<file path="src/rtl/path_sel_stage_pkg.sv">
// Shared types for the path-select stage: exponent-class encodings, skid FSM states
// and the packed path word at its default widths.
package path_sel_stage_pkg;

  typedef enum logic [1:0] {
    ECLS_SUB   = 2'b00,
    ECLS_NOR_A = 2'b01,
    ECLS_NOR_B = 2'b10,
    ECLS_SPC   = 2'b11
  } ecls_e;

  typedef enum logic [1:0] {
    EMPTY = 2'd0,
    ONE   = 2'd1,
    TWO   = 2'd2
  } state_e;

  localparam int PW_EXP_W = 8;
  localparam int PW_MAN_W = 28;

  // Field order is the order of the output word: sign pair down to the special flag.
  typedef struct packed {
    logic [1:0]          sgn;
    logic                c;
    logic [PW_EXP_W-1:0] e;
    logic [PW_MAN_W-1:0] a;
    logic [PW_MAN_W-1:0] b;
    logic                special;
  } path_word_t;

endpackage

</file>
<file path="src/rtl/path_sel_mux.sv">
// Combinational class decode: picks the normal or subnormal path fields, or forces
// a zeroed special word that keeps the normal-path signs.
module path_sel_mux
  import path_sel_stage_pkg::*;
#(
  parameter int EXP_W = 8,
  parameter int MAN_W = 28
) (
  input  logic [1:0]       ecls,
  input  logic [1:0]       nor_sgn,
  input  logic [1:0]       sub_sgn,
  input  logic             comp_n,
  input  logic             comp_s,
  input  logic [EXP_W-1:0] nor_e,
  input  logic [EXP_W-1:0] sub_e,
  input  logic [MAN_W-1:0] nor_ma,
  input  logic [MAN_W-1:0] nor_mb,
  input  logic [MAN_W-1:0] sub_ma,
  input  logic [MAN_W-1:0] sub_mb,
  output logic [1:0]       sel_sgn,
  output logic             sel_c,
  output logic [EXP_W-1:0] sel_e,
  output logic [MAN_W-1:0] sel_a,
  output logic [MAN_W-1:0] sel_b,
  output logic             sel_special
);

  always_comb begin
    sel_sgn     = nor_sgn;
    sel_c       = comp_n;
    sel_e       = nor_e;
    sel_a       = nor_ma;
    sel_b       = nor_mb;
    sel_special = 1'b0;
    case (ecls_e'(ecls))
      ECLS_SUB: begin
        sel_sgn = sub_sgn;
        sel_c   = comp_s;
        sel_e   = sub_e;
        sel_a   = sub_ma;
        sel_b   = sub_mb;
      end
      ECLS_SPC: begin
        sel_c       = 1'b0;
        sel_e       = '0;
        sel_a       = '0;
        sel_b       = '0;
        sel_special = 1'b1;
      end
      default: ;
    endcase
  end

endmodule

</file>
<file path="src/rtl/path_sel_stage.sv">
// Path-select stage: class mux feeding a two-entry skid buffer (EMPTY/ONE/TWO).
// Define PATH_SEL_STATS_EN to add per-class saturating accept counters with cnt_clr.
module path_sel_stage
  import path_sel_stage_pkg::*;
#(
  parameter int EXP_W = 8,
  parameter int MAN_W = 28,
  parameter int CNT_W = 16
) (
  input  logic             clk,
  input  logic             rst,
  input  logic             in_valid,
  output logic             in_ready,
  input  logic [1:0]       ecls,
  input  logic [1:0]       nor_sgn,
  input  logic [1:0]       sub_sgn,
  input  logic             comp_n,
  input  logic             comp_s,
  input  logic [EXP_W-1:0] nor_e,
  input  logic [EXP_W-1:0] sub_e,
  input  logic [MAN_W-1:0] nor_ma,
  input  logic [MAN_W-1:0] nor_mb,
  input  logic [MAN_W-1:0] sub_ma,
  input  logic [MAN_W-1:0] sub_mb,
  output logic             out_valid,
  input  logic             out_ready,
  output logic [1:0]       out_sgn,
  output logic             out_c,
  output logic [EXP_W-1:0] out_e,
  output logic [MAN_W-1:0] out_a,
  output logic [MAN_W-1:0] out_b,
  output logic             out_special,
  output logic [1:0]       dbg_state
`ifdef PATH_SEL_STATS_EN
  ,
  input  logic             cnt_clr,
  output logic [CNT_W-1:0] cnt_nor,
  output logic [CNT_W-1:0] cnt_sub,
  output logic [CNT_W-1:0] cnt_spc
`endif
);

  typedef struct packed {
    logic [1:0]       sgn;
    logic             c;
    logic [EXP_W-1:0] e;
    logic [MAN_W-1:0] a;
    logic [MAN_W-1:0] b;
    logic             special;
  } word_t;

  word_t  in_word;
  word_t  out_q, skid_q;
  state_e state_q, state_d;
  logic   in_ready_q, out_valid_q;
  logic   push, pop;
  logic   load_out, load_skid, out_from_skid;

  path_sel_mux #(.EXP_W(EXP_W), .MAN_W(MAN_W)) u_mux (
    .ecls        (ecls),
    .nor_sgn     (nor_sgn),
    .sub_sgn     (sub_sgn),
    .comp_n      (comp_n),
    .comp_s      (comp_s),
    .nor_e       (nor_e),
    .sub_e       (sub_e),
    .nor_ma      (nor_ma),
    .nor_mb      (nor_mb),
    .sub_ma      (sub_ma),
    .sub_mb      (sub_mb),
    .sel_sgn     (in_word.sgn),
    .sel_c       (in_word.c),
    .sel_e       (in_word.e),
    .sel_a       (in_word.a),
    .sel_b       (in_word.b),
    .sel_special (in_word.special)
  );

  // Handshake: a word moves on a port in any cycle where its valid and ready are both high.
  assign push = in_valid & in_ready_q;
  assign pop  = out_valid_q & out_ready;

  always_comb begin
    state_d       = state_q;
    load_out      = 1'b0;
    load_skid     = 1'b0;
    out_from_skid = 1'b0;
    case (state_q)
      EMPTY: if (push) begin
        state_d  = ONE;
        load_out = 1'b1;
      end
      ONE: begin
        if (push && !pop) begin
          state_d   = TWO;
          load_skid = 1'b1;
        end else if (pop && !push) begin
          state_d = EMPTY;
        end else if (push && pop) begin
          load_out = 1'b1;
        end
      end
      TWO: if (pop) begin
        state_d       = ONE;
        out_from_skid = 1'b1;
      end
      default: state_d = EMPTY;
    endcase
  end

  // in_ready stays low through the first edge after reset, then tracks "not full".
  always_ff @(posedge clk or posedge rst) begin
    if (rst) begin
      state_q     <= EMPTY;
      in_ready_q  <= 1'b0;
      out_valid_q <= 1'b0;
      out_q       <= '0;
      skid_q      <= '0;
    end else begin
      state_q     <= state_d;
      in_ready_q  <= (state_d != TWO);
      out_valid_q <= (state_d != EMPTY);
      if (load_out)
        out_q <= in_word;
      else if (out_from_skid)
        out_q <= skid_q;
      if (load_skid)
        skid_q <= in_word;
    end
  end

  assign in_ready    = in_ready_q;
  assign out_valid   = out_valid_q;
  assign out_sgn     = out_q.sgn;
  assign out_c       = out_q.c;
  assign out_e       = out_q.e;
  assign out_a       = out_q.a;
  assign out_b       = out_q.b;
  assign out_special = out_q.special;
  assign dbg_state   = state_q;

`ifdef PATH_SEL_STATS_EN
  localparam logic [CNT_W-1:0] CNT_ONE = 1;
  logic [CNT_W-1:0] cnt_nor_q, cnt_sub_q, cnt_spc_q;

  always_ff @(posedge clk or posedge rst) begin
    if (rst) begin
      cnt_nor_q <= '0;
      cnt_sub_q <= '0;
      cnt_spc_q <= '0;
    end else if (cnt_clr) begin
      cnt_nor_q <= '0;
      cnt_sub_q <= '0;
      cnt_spc_q <= '0;
    end else if (push) begin
      case (ecls_e'(ecls))
        ECLS_SUB: if (cnt_sub_q != '1) cnt_sub_q <= cnt_sub_q + CNT_ONE;
        ECLS_SPC: if (cnt_spc_q != '1) cnt_spc_q <= cnt_spc_q + CNT_ONE;
        default:  if (cnt_nor_q != '1) cnt_nor_q <= cnt_nor_q + CNT_ONE;
      endcase
    end
  end

  assign cnt_nor = cnt_nor_q;
  assign cnt_sub = cnt_sub_q;
  assign cnt_spc = cnt_spc_q;
`endif

endmodule

</file>
<file path="config.mk">
export PLATFORM = sky130hd
export DESIGN_NAME = path_sel_stage
export DESIGN_NICKNAME = d
export VERILOG_FILES = /design/src/rtl/path_sel_stage_pkg.sv /design/src/rtl/path_sel_mux.sv /design/src/rtl/path_sel_stage.sv
export SDC_FILE = /design/constraint.sdc
export NUM_CORES = 1
export LEC_CHECK = 0
export CAP_MARGIN = 15
export CORE_MARGIN = 2
export CORE_UTILIZATION = 47
export CTS_BUF_LIST = sky130_fd_sc_hd__clkbuf_16
export DETAILED_ROUTE_END_ITERATION = 8
export PLACE_DENSITY = 0.85
export SYNTH_ARGS = -nofsm -noshare
export SYNTH_HDL_FRONTEND = slang
export SYNTH_HIERARCHICAL = 1
export SYNTH_SLANG_ARGS = --single-unit
</file>
<file path="constraint.sdc">
create_clock -name clk -period 5.53 [get_ports clk]
set_input_delay 1.106 -clock clk [delete_from_list [all_inputs] [get_ports clk]]
set_output_delay 1.106 -clock clk [all_outputs]
set_load 0.01 [all_outputs]
</file>
==> metrics.md <==
| Metric | Value |
|---|---|
| Status | `completed` |
| Fin crit share | `0.586` |
| Reg2Reg Depth | `4` |
| Hold_buf cts | `0` |
| Max Fclk | `308 MHz` |
| Post-CTS Setup Bufs | `0` |
| DRC marker count from the first detailed-route iteration | `181` |
| Starting Density | `0.479` |
| Number of diodes | `0` |
| Critical path required time | `a little under 6 ns` |
| Vias in the first global route | `~5.3k` |
| FFs w/ async S/R, synth | `1.00` |
| Cell area after synthesis | `between 6000 and 7000 um2` |
| Startpoint types | `input pin` |
| Synth Area in Simple Gates | `0.0287` |
| Number of synthesized flops with an enable pin | `0` |
| Sw frac | `0.278` |
| Syn Inst Count | `approximately 500` |
| Crit-path max FO | `30` |
| CP Capture Type | `flip-flop` |
| Flops & latches, synth | `140` |
| Worst vdd ir | `0.000255 V` |
| NetSw | `about 1300 uW` |
| First-pass GRT wire length | `roughly 27000 um` |
| Nets | `roughly 840` |
| Vias | `between 4k and 5k` |
| Sequential share of the synthesized area | `0.505` |
| Slew Viols, Final | `0` |
| Area growth, synth to finish | `39.5%` |
| Global-route usage over all layers | `0.217` |
| WL final | `~16000 um` |
| Final routed DRC violation total | `0` |
| Most frequent cells in the layout | `211 x clkdlybuf4s50_1, 185 x mux2_2, 140 x dfrtp_1` |
| Critical path arrival | `about 3.6 ns` |
| CTS buffer count | `17` |
| Pwr dens | `between 400 and 500 nW/um2` |
| PostCTS Resize Cnt | `0` |
| DRT antenna net count | `0` |
| Post-Synth Adder-Cell Area | `0.00541` |
| Initial antenna violation count | `0` |
| Synth Flop Type | `dfrtp_1` |
| Synthesized Nets | `642` |
| Post-synthesis xor/xnor area fraction | `0` |
| Ys Warns | `6` |
| Main combinational cell family by area after synthesis | `multiplexers` |
| Clock-pin slew on the worst setup and hold paths | `approximately 0.060 ns` |
| Detail Placement HPWL | `between 10000 and 15000 um` |
| Sequential power share | `0.359` |
| FILL cells | `roughly 1.1k` |
| CTS Sinks | `140` |
| WS Path Type | `input pin to flip-flop` |
| Die height | `~130 um` |
| Site row count | `44` |
| Syn_area_per_cell | `13.9 um2` |
| Commonest non-fill, non-tap cell in the layout | `clkdlybuf4s50_1` |
| Final setup violation count | `0` |
| WHS Path Cells | `1` |
| Clk Latency, worst-skew pair | `between 0.4 and 0.5 ns` |
| DIE WIDTH | `between 100 and 150 um` |
| Slew margin rel. | `0.320` |
| Post-Layout Inst Area | `9680 um2` |
| Clock power share | `0.265` |
| Fraction of layout cells with a size suffix above 1 | `0.320` |
| Placement Setup Slack | `roughly 1.9 ns` |
| Netlist cell types | `26` |
| Core ar. | `between 10000 and 15000 um2` |
| Worst-Margin Slew | `a little over 1 ns` |
| Top-Level Pins | `212` |
| Power Internal | `3430 uW` |
| Final Hold Viols | `0` |
| Multiplexer share of the synthesized area | `0.336` |
| Final Skew | `0.00603 ns` |
| Longest Clk Path Bufs | `2` |
| CTS tree | `done` |
| Routed length per instance | `approximately 18 um` |
| Total of max-cap violations | `0` |
| Hold WS | `approximately 0.50 ns` |
| Lkg Pwr | `roughly 0.0043 uW` |
| HP Class | `flip-flop to flip-flop` |
| Post-layout min period | `between 3 and 4 ns` |
| RSZ-0062 raised after global routing | `no` |
| Largest net degree at the start of global routing | `between 90 and 100` |
| DIE AREA | `around 16000 um2` |
| Port Buffer Count | `about 210` |
| CTS Root Cell | `clkbuf_16` |
| First drt pass iteration count | `4` |
| Htree depth | `4` |
| Final setup margin | `between 2 and 2.5 ns` |
| Gr ovfl total | `0` |
| RD Place Congestion | `about 0.76` |
| Post-synthesis compound-gate area fraction | `0.0787` |
| Final Util | `0.668` |
| Comb pwr share | `0.376` |
| Setup tns final | `0 ns` |
| Post-Place Cell Area | `approximately 9000 um2` |
| Vias/cell | `5.38` |
==> cell usage after synthesis, types with 3 or more instances <==
cell type / instances / area (um2)
nand2_1: 32 / 120
inv_1: 3 / 11.3
clkbuf_1: 6 / 22.5
buf_4: 5 / 37.5
dfrtp_1: 140 / 3500
mux2_1: 22 / 248
buf_2: 15 / 75.1
buf_12: 5 / 100
ha_1: 3 / 37.5
a22o_1: 51 / 447
o21ai_1: 14 / 70.1
mux2_2: 185 / 2080
buf_6: 5 / 56.3
==> final timing paths <==
path	from	endpoint	slack (ns)
hold reg to reg	skid_q[3]	skid_q[3]	0.50
setup / recovery	ecls[1]	skid_q[45]	2.29
setup reg to reg	dbg_state[0]	out_b[4]	3.08
max in group asynchronous	rst	skid_q[21]	3.14
min in group asynchronous	rst	skid_q[17]	1.25
hold / removal	skid_q[3]	skid_q[3]	0.50
==> per-layer routing <==
metal	share of wire	wire (um)	up-vias	GRT usage
met5	0	0	-	0
met4	0.018	288	0	0.0614
met3	0.061	998	22	0.0663
met2	0.52	8510	155	0.383
met1	0.40	6600	2406	0.257
li1	-	-	2222	-
==> area by class of cell <==
class / instances / area [um2] / share of cell area
Tap cell: 184 / 230 / 0.0238
Sequential cell: 140 / 3500 / 0.362
Clock inverter: 15 / 228 / 0.0235
Multi-Input combinational cell: 319 / 3130 / 0.324
Timing Repair Buffer: 215 / 2140 / 0.221
Inverter: 3 / 16.3 / 0.00168
Clock buffer: 17 / 425 / 0.0440
==> critical path: stages <==
cell             delay, ns
clkdlybuf4s50_1       0.43
inv_1                 0.09
ha_2                  0.41
nor2b_4               0.69
buf_4                 0.44
a22o_1                0.24
mux2_2                0.17
==> per-stage QoR <==
step,instances,total power (uW)
finish,893,4750
global route,893,5010
CTS,893,4800
detailed placement,861,3520
global placement,861,3410
floorplan,499,2740
==> flip-flops by register name (all words and copies together), names as in the netlist <==
register     count
out_special      1
out_b           28
out_c            1
skid_q          68
out_a           28
dbg_state        2
out_e            8
out_valid        1
in_ready         1
out_sgn          2
==> cells by family (layout without fill, tap and decap cells) <==
| logic type | count (synthesis) | after routing |
|---|---|---|
| multiplexers | 207 | 207 |
| flip-flops | 140 | 140 |
| AND/OR/NAND/NOR | 40 | 40 |
| buffers and inverters | 40 | 250 |
| adder cells (fa/ha/maj) | 3 | 3 |
| AO/OA/AOI/OAI | 69 | 69 |
==> power groups by stage <==
stage / clock network [uW] / registers, uW / logic [uW]
5_1_grt: 1330 / 1760 / 1930
3_3_place_gp: 0 / 1680 / 1730
3_5_place_dp: 0 / 1720 / 1800
6_report: 1260 / 1710 / 1790
4_1_cts: 1280 / 1710 / 1810
2_1_floorplan: 0 / 1760 / 977
Power figures use the tool's default switching activity.
